===== src/rtl/counter_sequencer_pkg.sv =====
// Shared state codes for the counter run-control sequencer and the board LED decode.
package counter_sequencer_pkg;

    localparam logic [1:0] ST_IDLE  = 2'b00;
    localparam logic [1:0] ST_RUN   = 2'b01;
    localparam logic [1:0] ST_PAUSE = 2'b10;
    localparam logic [1:0] ST_DONE  = 2'b11;

    typedef enum logic [1:0] {
        S_IDLE  = ST_IDLE,
        S_RUN   = ST_RUN,
        S_PAUSE = ST_PAUSE,
        S_DONE  = ST_DONE
    } seq_state_e;

endpackage


===== src/rtl/tick_prescaler.sv =====
// Free-running 0..DIV-1 pace counter, enabled only while the sequencer runs.
// Parked at zero otherwise, so each entry into RUN waits a full DIV cycles.
module tick_prescaler #(
    parameter int DIV = 25000000
) (
    input  logic Clk,
    input  logic Clr,
    input  logic Run,
    output logic Tick
);

    localparam int            CW   = (DIV > 1) ? $clog2(DIV) : 1;
    localparam logic [CW-1:0] LAST = CW'(DIV - 1);

    logic [CW-1:0] cnt_q, cnt_d;

    always_comb begin
        cnt_d = cnt_q;
        if (!Run) begin
            cnt_d = '0;
        end else if (cnt_q == LAST) begin
            cnt_d = '0;
        end else begin
            cnt_d = cnt_q + CW'(1);
        end
    end

    always_ff @(posedge Clk or negedge Clr) begin
        if (!Clr) begin
            cnt_q <= '0;
        end else begin
            cnt_q <= cnt_d;
        end
    end

    assign Tick = Run && (cnt_q == LAST);

endmodule


===== src/rtl/counter_sequencer.sv =====
// Start/stop/step run control for the board counter: paced Enable strobes,
// one-cycle counter clear, halt when the fed-back Count reaches Limit.
//   state | meaning
//   IDLE  | stopped, waiting for Start or Step
//   RUN   | strobing Enable once per prescaler tick
//   PAUSE | held; Step strobes once, Start resumes without clearing
//   DONE  | Count reached Limit; Start restarts from zero
module counter_sequencer
    import counter_sequencer_pkg::*;
#(
    parameter int WIDTH = 8,
    parameter int DIV   = 25000000
) (
    input  logic             Clk,
    input  logic             Clr,
    input  logic             Start,
    input  logic             Stop,
    input  logic             Step,
    input  logic [WIDTH-1:0] Limit,
    input  logic [WIDTH-1:0] Count,
    output logic             Enable,
    output logic             CntClr,
    output logic             Busy,
    output logic             Done,
    output logic [1:0]       State
);

    logic       start_prev_q, stop_prev_q, step_prev_q;
    logic       start_w, stop_w, step_w;
    logic       tick, at_limit;
    seq_state_e state_q, state_d;
    logic       enable_q, enable_d;
    logic       cntclr_q, cntclr_d;

    // Prev registers come out of reset high so a button held through reset is not an edge.
    always_ff @(posedge Clk or negedge Clr) begin
        if (!Clr) begin
            start_prev_q <= 1'b1;
            stop_prev_q  <= 1'b1;
            step_prev_q  <= 1'b1;
        end else begin
            start_prev_q <= Start;
            stop_prev_q  <= Stop;
            step_prev_q  <= Step;
        end
    end

    assign stop_w  = Stop & ~stop_prev_q;
    assign start_w = Start & ~start_prev_q & ~stop_w;
    assign step_w  = Step & ~step_prev_q & ~stop_w & ~(Start & ~start_prev_q);

    tick_prescaler #(.DIV(DIV)) u_prescaler (
        .Clk  (Clk),
        .Clr  (Clr),
        .Run  (state_q == S_RUN),
        .Tick (tick)
    );

    assign at_limit = (Count == Limit);

    always_comb begin
        state_d  = state_q;
        enable_d = 1'b0;
        cntclr_d = 1'b1;
        unique case (state_q)
            S_IDLE: begin
                if (start_w) begin
                    state_d  = S_RUN;
                    cntclr_d = 1'b0;
                end else if (step_w) begin
                    state_d  = S_PAUSE;
                    enable_d = 1'b1;
                end
            end
            S_RUN: begin
                if (stop_w) begin
                    state_d = S_PAUSE;
                end else if (tick) begin
                    if (at_limit) state_d = S_DONE;
                    else          enable_d = 1'b1;
                end
            end
            S_PAUSE: begin
                if (stop_w) begin
                    state_d = S_IDLE;
                end else if (start_w) begin
                    state_d = S_RUN;
                end else if (step_w) begin
                    if (at_limit) state_d = S_DONE;
                    else          enable_d = 1'b1;
                end
            end
            S_DONE: begin
                if (stop_w) begin
                    state_d = S_IDLE;
                end else if (start_w) begin
                    state_d  = S_RUN;
                    cntclr_d = 1'b0;
                end
            end
            default: state_d = S_IDLE;
        endcase
    end

    always_ff @(posedge Clk or negedge Clr) begin
        if (!Clr) begin
            state_q  <= S_IDLE;
            enable_q <= 1'b0;
            cntclr_q <= 1'b1;
        end else begin
            state_q  <= state_d;
            enable_q <= enable_d;
            cntclr_q <= cntclr_d;
        end
    end

    assign Enable = enable_q;
    assign CntClr = cntclr_q;
    assign Busy   = (state_q == S_RUN);
    assign Done   = (state_q == S_DONE);
    assign State  = state_q;

endmodule

===== config.mk =====
export PLATFORM = sky130hd
export DESIGN_NAME = counter_sequencer
export DESIGN_NICKNAME = d
export VERILOG_FILES = /design/src/rtl/counter_sequencer_pkg.sv /design/src/rtl/tick_prescaler.sv /design/src/rtl/counter_sequencer.sv
export SDC_FILE = /design/constraint.sdc
export NUM_CORES = 1
export LEC_CHECK = 0
export CORE_MARGIN = 3
export CORE_UTILIZATION = 57
export CTS_CLUSTER_SIZE = 14
export DETAILED_ROUTE_END_ITERATION = 7
export DONT_BUFFER_PORTS = 1
export PLACE_DENSITY_LB_ADDON = 0.25
export SETUP_SLACK_MARGIN = 0.5
export SLEW_MARGIN = 20
export SYNTH_ARGS = -nofsm -noshare
export SYNTH_HDL_FRONTEND = slang
export SYNTH_HIERARCHICAL = 1
export SYNTH_SLANG_ARGS = --single-unit

===== constraint.sdc =====
create_clock -name Clk -period 2.6 [get_ports Clk]
set_clock_uncertainty 0.1 [all_clocks]
set_input_delay 0.39 -clock Clk [delete_from_list [all_inputs] [get_ports Clk]]
set_output_delay 0.39 -clock Clk [all_outputs]
set_load 0.005 [all_outputs]

==> flow_summary.toml <==
[sta]
setup-tns-final_ns = 0
fin_crit_ns = 2.25
rsz0062_at_grt = "yes"
fmax_mhz = 444
setup_viol = 0
relSlewSlack = 0.574
timing.final.crit_share = 0.867
setup_ws_ns = 0.347
finalHoldViolations = 0
hold_slack_ns = 0.377
drv_slew = 0
tightest_slew_ns = 0.633

[global_route]
grt_max_degree = 33
overflow = 0
grt.total_usage = 0.224
grt_pass1_vias = 1510
antenna_found_initial = 0
grt_pass1_wl_um = 7000

[placed_design]
dp.final_hpwl_um = 2840
dpl.cell_count = 238
place_area_um2 = 1920
gp_congestion = 0.809
dp_slack_ns = 0.392
io_buffers = 0

[power_and_ir_drop]
vdd_drop_max_mv = 0.424
fin_total_pwr_mw = 1.30
power.density_nw_per_um2 = 581
power_leakage_nw = 0.854

[clocking]
cts-htree-levels = 2
cts.sinks = 32
cts_buffer_depth = 2
insertion_delay_ns = 0.34
clkTransAtPathRegs_ns = 0.10
cts_buffers = 5
cts_root_buf = "clkbuf_4"
cts_tree = "yes"

[die]
dieArea_um2 = 3970
rows = 20
die_width_um = 63.0
coreArea_um2 = 3080
fp.dieH_um = 63.0
initial_core_util = 0.602
io_pins = 27

[synthesis]
synth_warnings = 6
synth_area_um2 = 1850
ys_seq_area_frac = 0.435
synth_fp_nets = 221
synth.distinct_cells = 40
netlist_instances = 194
postSynthAreaPerCell_um2 = 9.56
ys_seq_elements = 32

[detailed_routing]
firstDrtPassIters = 4
drtAntennaViolNets = 0
wl_per_cell_um = 16.3
drc = 0
finalWirelength_um = 4330
vias = 1561
via_per_inst = 5.89
drt_iter0_markers = 102

[worst_setup_path]
worst_path_most_repeated_cell = "buf_4"
critPathArrivalTime_ns = 2.37
crit_path_start_kind = "flop"
crit_chain = "nor4b_2 > nand4_1 > buf_4 > o31ai_2 > buf_4 > a21oi_1"
worstSetupEndpointType = "flop"
slowest_stage = "o31ai_2"
cp_max_fo = 9
worstSetupPathType = "flop to flop"
cp.required_ns = 2.71
slowest_delay_ns = 0.51

[finish]
synthToLayoutAreaGrowth_pct = 20.6
fin_util = 0.727
antenna_cells = 0
layout.cells.non_filler = 265
final.fill_count = 216
nets = 247
fin_area_um2 = 2240
drive_above_1_share = 0.281

[hold_path]
hp-class = "input pin to flop"

[run]
drv_cap = 0

[run_status]
status = "completed"
==> critical path: cells and delay by family (launching register included) <==
kind	cells	cell delay, ns
compound gates	2	0.57
simple gates	2	0.53
buf+inv	2	0.50
flops	1	0.43
==> Yosys cell counts <==
| master | count | area [um2] |
|---|---|---|
| or4_1 | 2 | 15.0 |
| or3_1 | 4 | 25.0 |
| a21o_1 | 2 | 15.0 |
| nand4_1 | 5 | 31.3 |
| dfstp_2 | 4 | 105 |
| nand3_1 | 11 | 55.1 |
| nand4b_1 | 2 | 17.5 |
| and3_1 | 3 | 18.8 |
| buf_2 | 3 | 15.0 |
| nand4_4 | 1 | 21.3 |
| and2b_4 | 1 | 10.0 |
| nor4b_2 | 1 | 15.0 |
| buf_6 | 1 | 11.3 |
| o311a_1 | 1 | 10.0 |
| inv_1 | 8 | 30.0 |
| o21ai_0 | 5 | 25.0 |
| a21oi_2 | 2 | 17.5 |
| and4_1 | 2 | 17.5 |
| o31ai_1 | 7 | 52.6 |
| xnor2_1 | 20 | 175 |
| or2_2 | 2 | 12.5 |
| nor2b_4 | 1 | 13.8 |
| clkbuf_2 | 1 | 5.00 |
| a22oi_2 | 1 | 12.5 |
| o211ai_1 | 1 | 7.51 |
| nor4b_1 | 2 | 17.5 |
| nand2b_1 | 2 | 12.5 |
| a2bb2oi_1 | 1 | 8.76 |
| nor2_2 | 1 | 6.26 |
| ha_1 | 6 | 75.1 |
| nor2_1 | 24 | 90.1 |
| xor2_1 | 2 | 17.5 |
| o21ai_1 | 1 | 5.00 |
| nor4_1 | 6 | 37.5 |
| nor3_1 | 4 | 20.0 |
| nor2b_1 | 1 | 6.26 |
| dfrtp_1 | 28 | 701 |
| nand2_1 | 12 | 45.0 |
| or4_4 | 2 | 22.5 |
| a21oi_1 | 11 | 55.1 |
==> flip-flops by register name, summed over array words and instances, names as in the netlist <==
register,flops
Enable,1
u_prescaler/cnt_q,25
step_prev_q,1
CntClr,1
start_prev_q,1
stop_prev_q,1
State,2
==> layout make-up <==
cell class	instances	area [um2]	area share
clock buffers	6	41.3	0.0185
clock inverters	2	35.0	0.0157
inverters	8	30.0	0.0134
multi-input cells	149	1060	0.474
flip-flops and latches	32	812	0.363
well taps	44	55.1	0.0246
repair buffers	24	203	0.0906
==> layout by cell type (no fill, tap or decap), drive strengths merged, types with 3 or more instances in the layout <==
cell type | synthesis | routed
nor2 | 25 | 25
or3 | 4 | 4
o31ai | 7 | 7
nor4 | 6 | 6
dlygate4sd3 | 0 | 4
dfstp | 4 | 4
o21ai | 6 | 6
ha | 6 | 6
inv | 8 | 8
and3 | 3 | 3
nor3 | 4 | 4
nand2 | 12 | 12
dfrtp | 28 | 28
a21oi | 13 | 13
buf | 4 | 20
nand3 | 11 | 11
nor4b | 3 | 3
nand4 | 6 | 6
xnor2 | 20 | 20
clkbuf | 1 | 6
or4 | 4 | 4
==> report_power, final <==
part / switching (mW) / internal [mW] / total [mW]
sequential: 0.0269 / 0.536 / 0.563
clock: 0.173 / 0.202 / 0.375
combinational: 0.205 / 0.157 / 0.362
==> routing by layer <==
metal,global-route usage,share of wire,vias to the layer above
met5,0,0,-
met3,0.0576,0.072,9
met2,0.370,0.51,53
met4,0.0689,0.021,0
li1,-,-,743
met1,0.288,0.40,756
==> timing repair <==
item,in CTS,in global routing
gates resized for setup,8,12
gates cloned,0,0
hold endpoints to repair,35,0
buffers inserted,1,13
pin swaps,4,7
hold buffers,5,0
endpoints found under the setup margin,3,21
==> kinds of logic (layout without fill, tap and decap cells) <==
logic type                 Yosys count  count (layout)  share of synthesized area
and+or+nand+nor                     89              89                      0.275
buffers and inverters               13              40                     0.0331
DFF                                 32              32                      0.435
adders and majority gates            6               6                     0.0405
AOI/OAI and AO/OA                   32              32                      0.113
xor gates and xnor gates            22              22                      0.104
==> final timing paths <==
kind                                        from                     to  slack [ns]  cells after the start
setup / recovery           u_prescaler/cnt_q[17]  u_prescaler/cnt_q[20]        0.35                      6
min in group asynchronous                    Clr  u_prescaler/cnt_q[23]        0.39                      2
max in group asynchronous                    Clr                 CntClr        1.77                      2
hold reg to reg            u_prescaler/cnt_q[20]  u_prescaler/cnt_q[20]        0.48                      2
setup reg to reg           u_prescaler/cnt_q[17]  u_prescaler/cnt_q[20]        0.35                      6
hold / removal                              Stop               State[0]        0.38                      3
Note: power is estimated with default switching activity, not from simulation.
==> RTL change: new RTL, same flow settings <==
Set the parameter `WIDTH` to 9 (it was 8).
--- a/src/rtl/counter_sequencer.sv
+++ b/src/rtl/counter_sequencer.sv
@@ -8,7 +8,7 @@
 module counter_sequencer
     import counter_sequencer_pkg::*;
 #(
-    parameter int WIDTH = 8,
+    parameter int WIDTH = 9,
     parameter int DIV   = 25000000
 ) (
     input  logic             Clk,
Ports: changed (resized Count and Limit); port bits go from 27 to 29. The function was not compared with the original's and may differ.
==> RTL change against the original RTL <==
Sequential cell count did not move. Final area fell by 4.7%. Wire length fell by 7.4%. Die area rose by 2.5%. Total power fell by 0.85%. Count of clock-buffer cells in the layout rose by 2. Area after synthesis rose by 2.8%. Worst hold slack got worse by 0.13 ns. Setup slack improved by 0.25 ns. Largest power group unchanged.
==> RTL change: results (changes against the original RTL) <==
R2R depth: 4 (-2)
largest net degree at the start of global routing: 33 (unchanged)
outcome: completed
drt first pass iters: 4 (unchanged)
ANT cells: 0 (unchanged)
Worst Hold Depth: 2 (-1)
first-pass GRT wire length: 6.906 mm (-1.3%)
Pleak: 0.7627 nW (-11%)
DR iter-0 viols: 81 (-21%)
Sw Share: 34.92% (+3.8 points)
fraction of layout cells with a size suffix above 1: 18.54% (-9.5 points)
Synth area leaders: dfrtp_1 37%, xnor2_1 8.7%, dfstp_2 5.5%, nor2_1 4.5%, ha_1 3.9%
Hold Startpoint: Stop
FF-to-FF End: u_prescaler/cnt_q[23]
Reg clk slew, reported paths: 0.09 ns
CTS Buf Count: 5 (unchanged)
antenna violations before repair: 0 (unchanged)
Max VDD drop: 0.3026 mV (-29%)
number of H-tree levels: 2 (unchanged)
syn nets: 223 (+0.90%)
reg2reg start: u_prescaler/cnt_q[2]
WP data arrival: 2.18 ns (-0.19 ns)
Longest Clk Path Bufs: 2 (unchanged)
routability cong.: 0.9600 (+19%)
WL final: 4.010 mm (-7.4%)
Seq/Total Area, Yosys: 42.28% (-1.2 points)
top post-synthesis cells by count: 28 x dfrtp_1, 23 x nor2_1, 19 x xnor2_1, 12 x nand2_1, 11 x nand3_1
IO buf count: 0 (unchanged)
Biggest register: u_prescaler/cnt_q
ys async rst share: 100.0% (unchanged)
worst min path class: input port to flop
Post-Place Cells: 234 (-1.7%)
number of global-route vias before repair: 1568 (+3.8%)
HPWL Detailed: 2.773 mm (-2.2%)
via count: 1508 (-3.4%)
Clock Tree Root: clkbuf_4
gr usage total: 21.44% (-0.98 points)
worst hold endpoint: State[0]
Non-Filler Instances: 249 (-6.0%)
r2r setup slk: 0.60 ns (+0.25 ns)
Distinct cells, synth: 43 (+7.5%)
Skew-Pair Late Insertion Delay: 0.34 ns (about the same)
Rel. slew slack: 67.57% (+10 points)
Largest register FFs: 25 (unchanged)
worst-path fanout max: 8 (-1)
Synth Instances: 194 (unchanged)
## RTL change: what timing repair did
| action | 4_1_cts | 5_1_grt |
|---|---|---|
| endpoints found under the hold margin | 35 | 0 |
| pin swaps | 1 | 2 |
| buffers inserted | 2 | 0 |
| gates resized for setup | 4 | 7 |
| endpoints found under the setup margin | 6 | 4 |
| hold buffers | 5 | 0 |
## RTL change: metrics by stage
step                worst slack [ns]  cell area [um2]  hold WS [ns]  utilization, %
finish                        0.5958             2132        0.2439           68.16
global route                  0.4849             2132        0.2377           68.16
CTS                           0.5233             2095        0.2409           66.96
detailed placement            0.3194             1942     -0.004876           62.08
global placement              0.4275             1942     -0.004812           62.08
floorplan                     0.5665             1906     -0.005591               -
## RTL change: power by group through the flow
stage          Sequential [mW]  Combinational [mW]  Clock [mW]
2_1_floorplan            0.571               0.310           0
3_3_place_gp             0.577               0.358           0
3_5_place_dp             0.582               0.374           0
4_1_cts                  0.572               0.398       0.304
5_1_grt                  0.580               0.465       0.328
6_report                 0.575               0.417       0.298
## RTL change: worst max path at each step
stage                                  to  cells after the start  slack (ns)                 start
floorplan                        State[1]                      7        0.57              State[1]
global placement                 State[1]                      7        0.43              State[1]
detailed placement               State[1]                      7        0.32              State[1]
CTS                              State[1]                      7        0.52              State[1]
global route        u_prescaler/cnt_q[21]                      4        0.48  u_prescaler/cnt_q[2]
finish              u_prescaler/cnt_q[23]                      4        0.60  u_prescaler/cnt_q[2]
## RTL change: kinds of logic (layout without fill, tap and decap cells)
logic type      Yosys count  count (layout)  synth area share, %
compound gates           33              33                13.13
flops                    32              32                42.28
simple gates             87              87                26.46
fa+ha+maj                 6               6                3.939
xor+xnor                 23              23                10.97
buf+inv                  13              24                3.217
## RTL change: area by class of cell
type / instances / area, um2
flip-flops and latches: 32 / 805.8
inverters: 8 / 30.03
fillers: 245 / 996.0
repair buffers: 8 / 82.58
multi-input cells: 149 / 1100
clock buffers: 8 / 58.81
well taps: 44 / 55.05
## RTL change: critical path: stages (launching register included)
cell and delay (ns):
dfrtp_1 0.42, nand3_1 0.26, or3_4 0.51, or4_4 0.50, a21oi_2 0.14
## RTL change: metal layers
| layer | global-route usage, % | wire (um) |
|---|---|---|
| met4 | 7.008 | 48 |
| met5 | 0 | 0 |
| met1 | 27.47 | 1745 |
| met3 | 4.218 | 231 |
| met2 | 36.13 | 1984 |
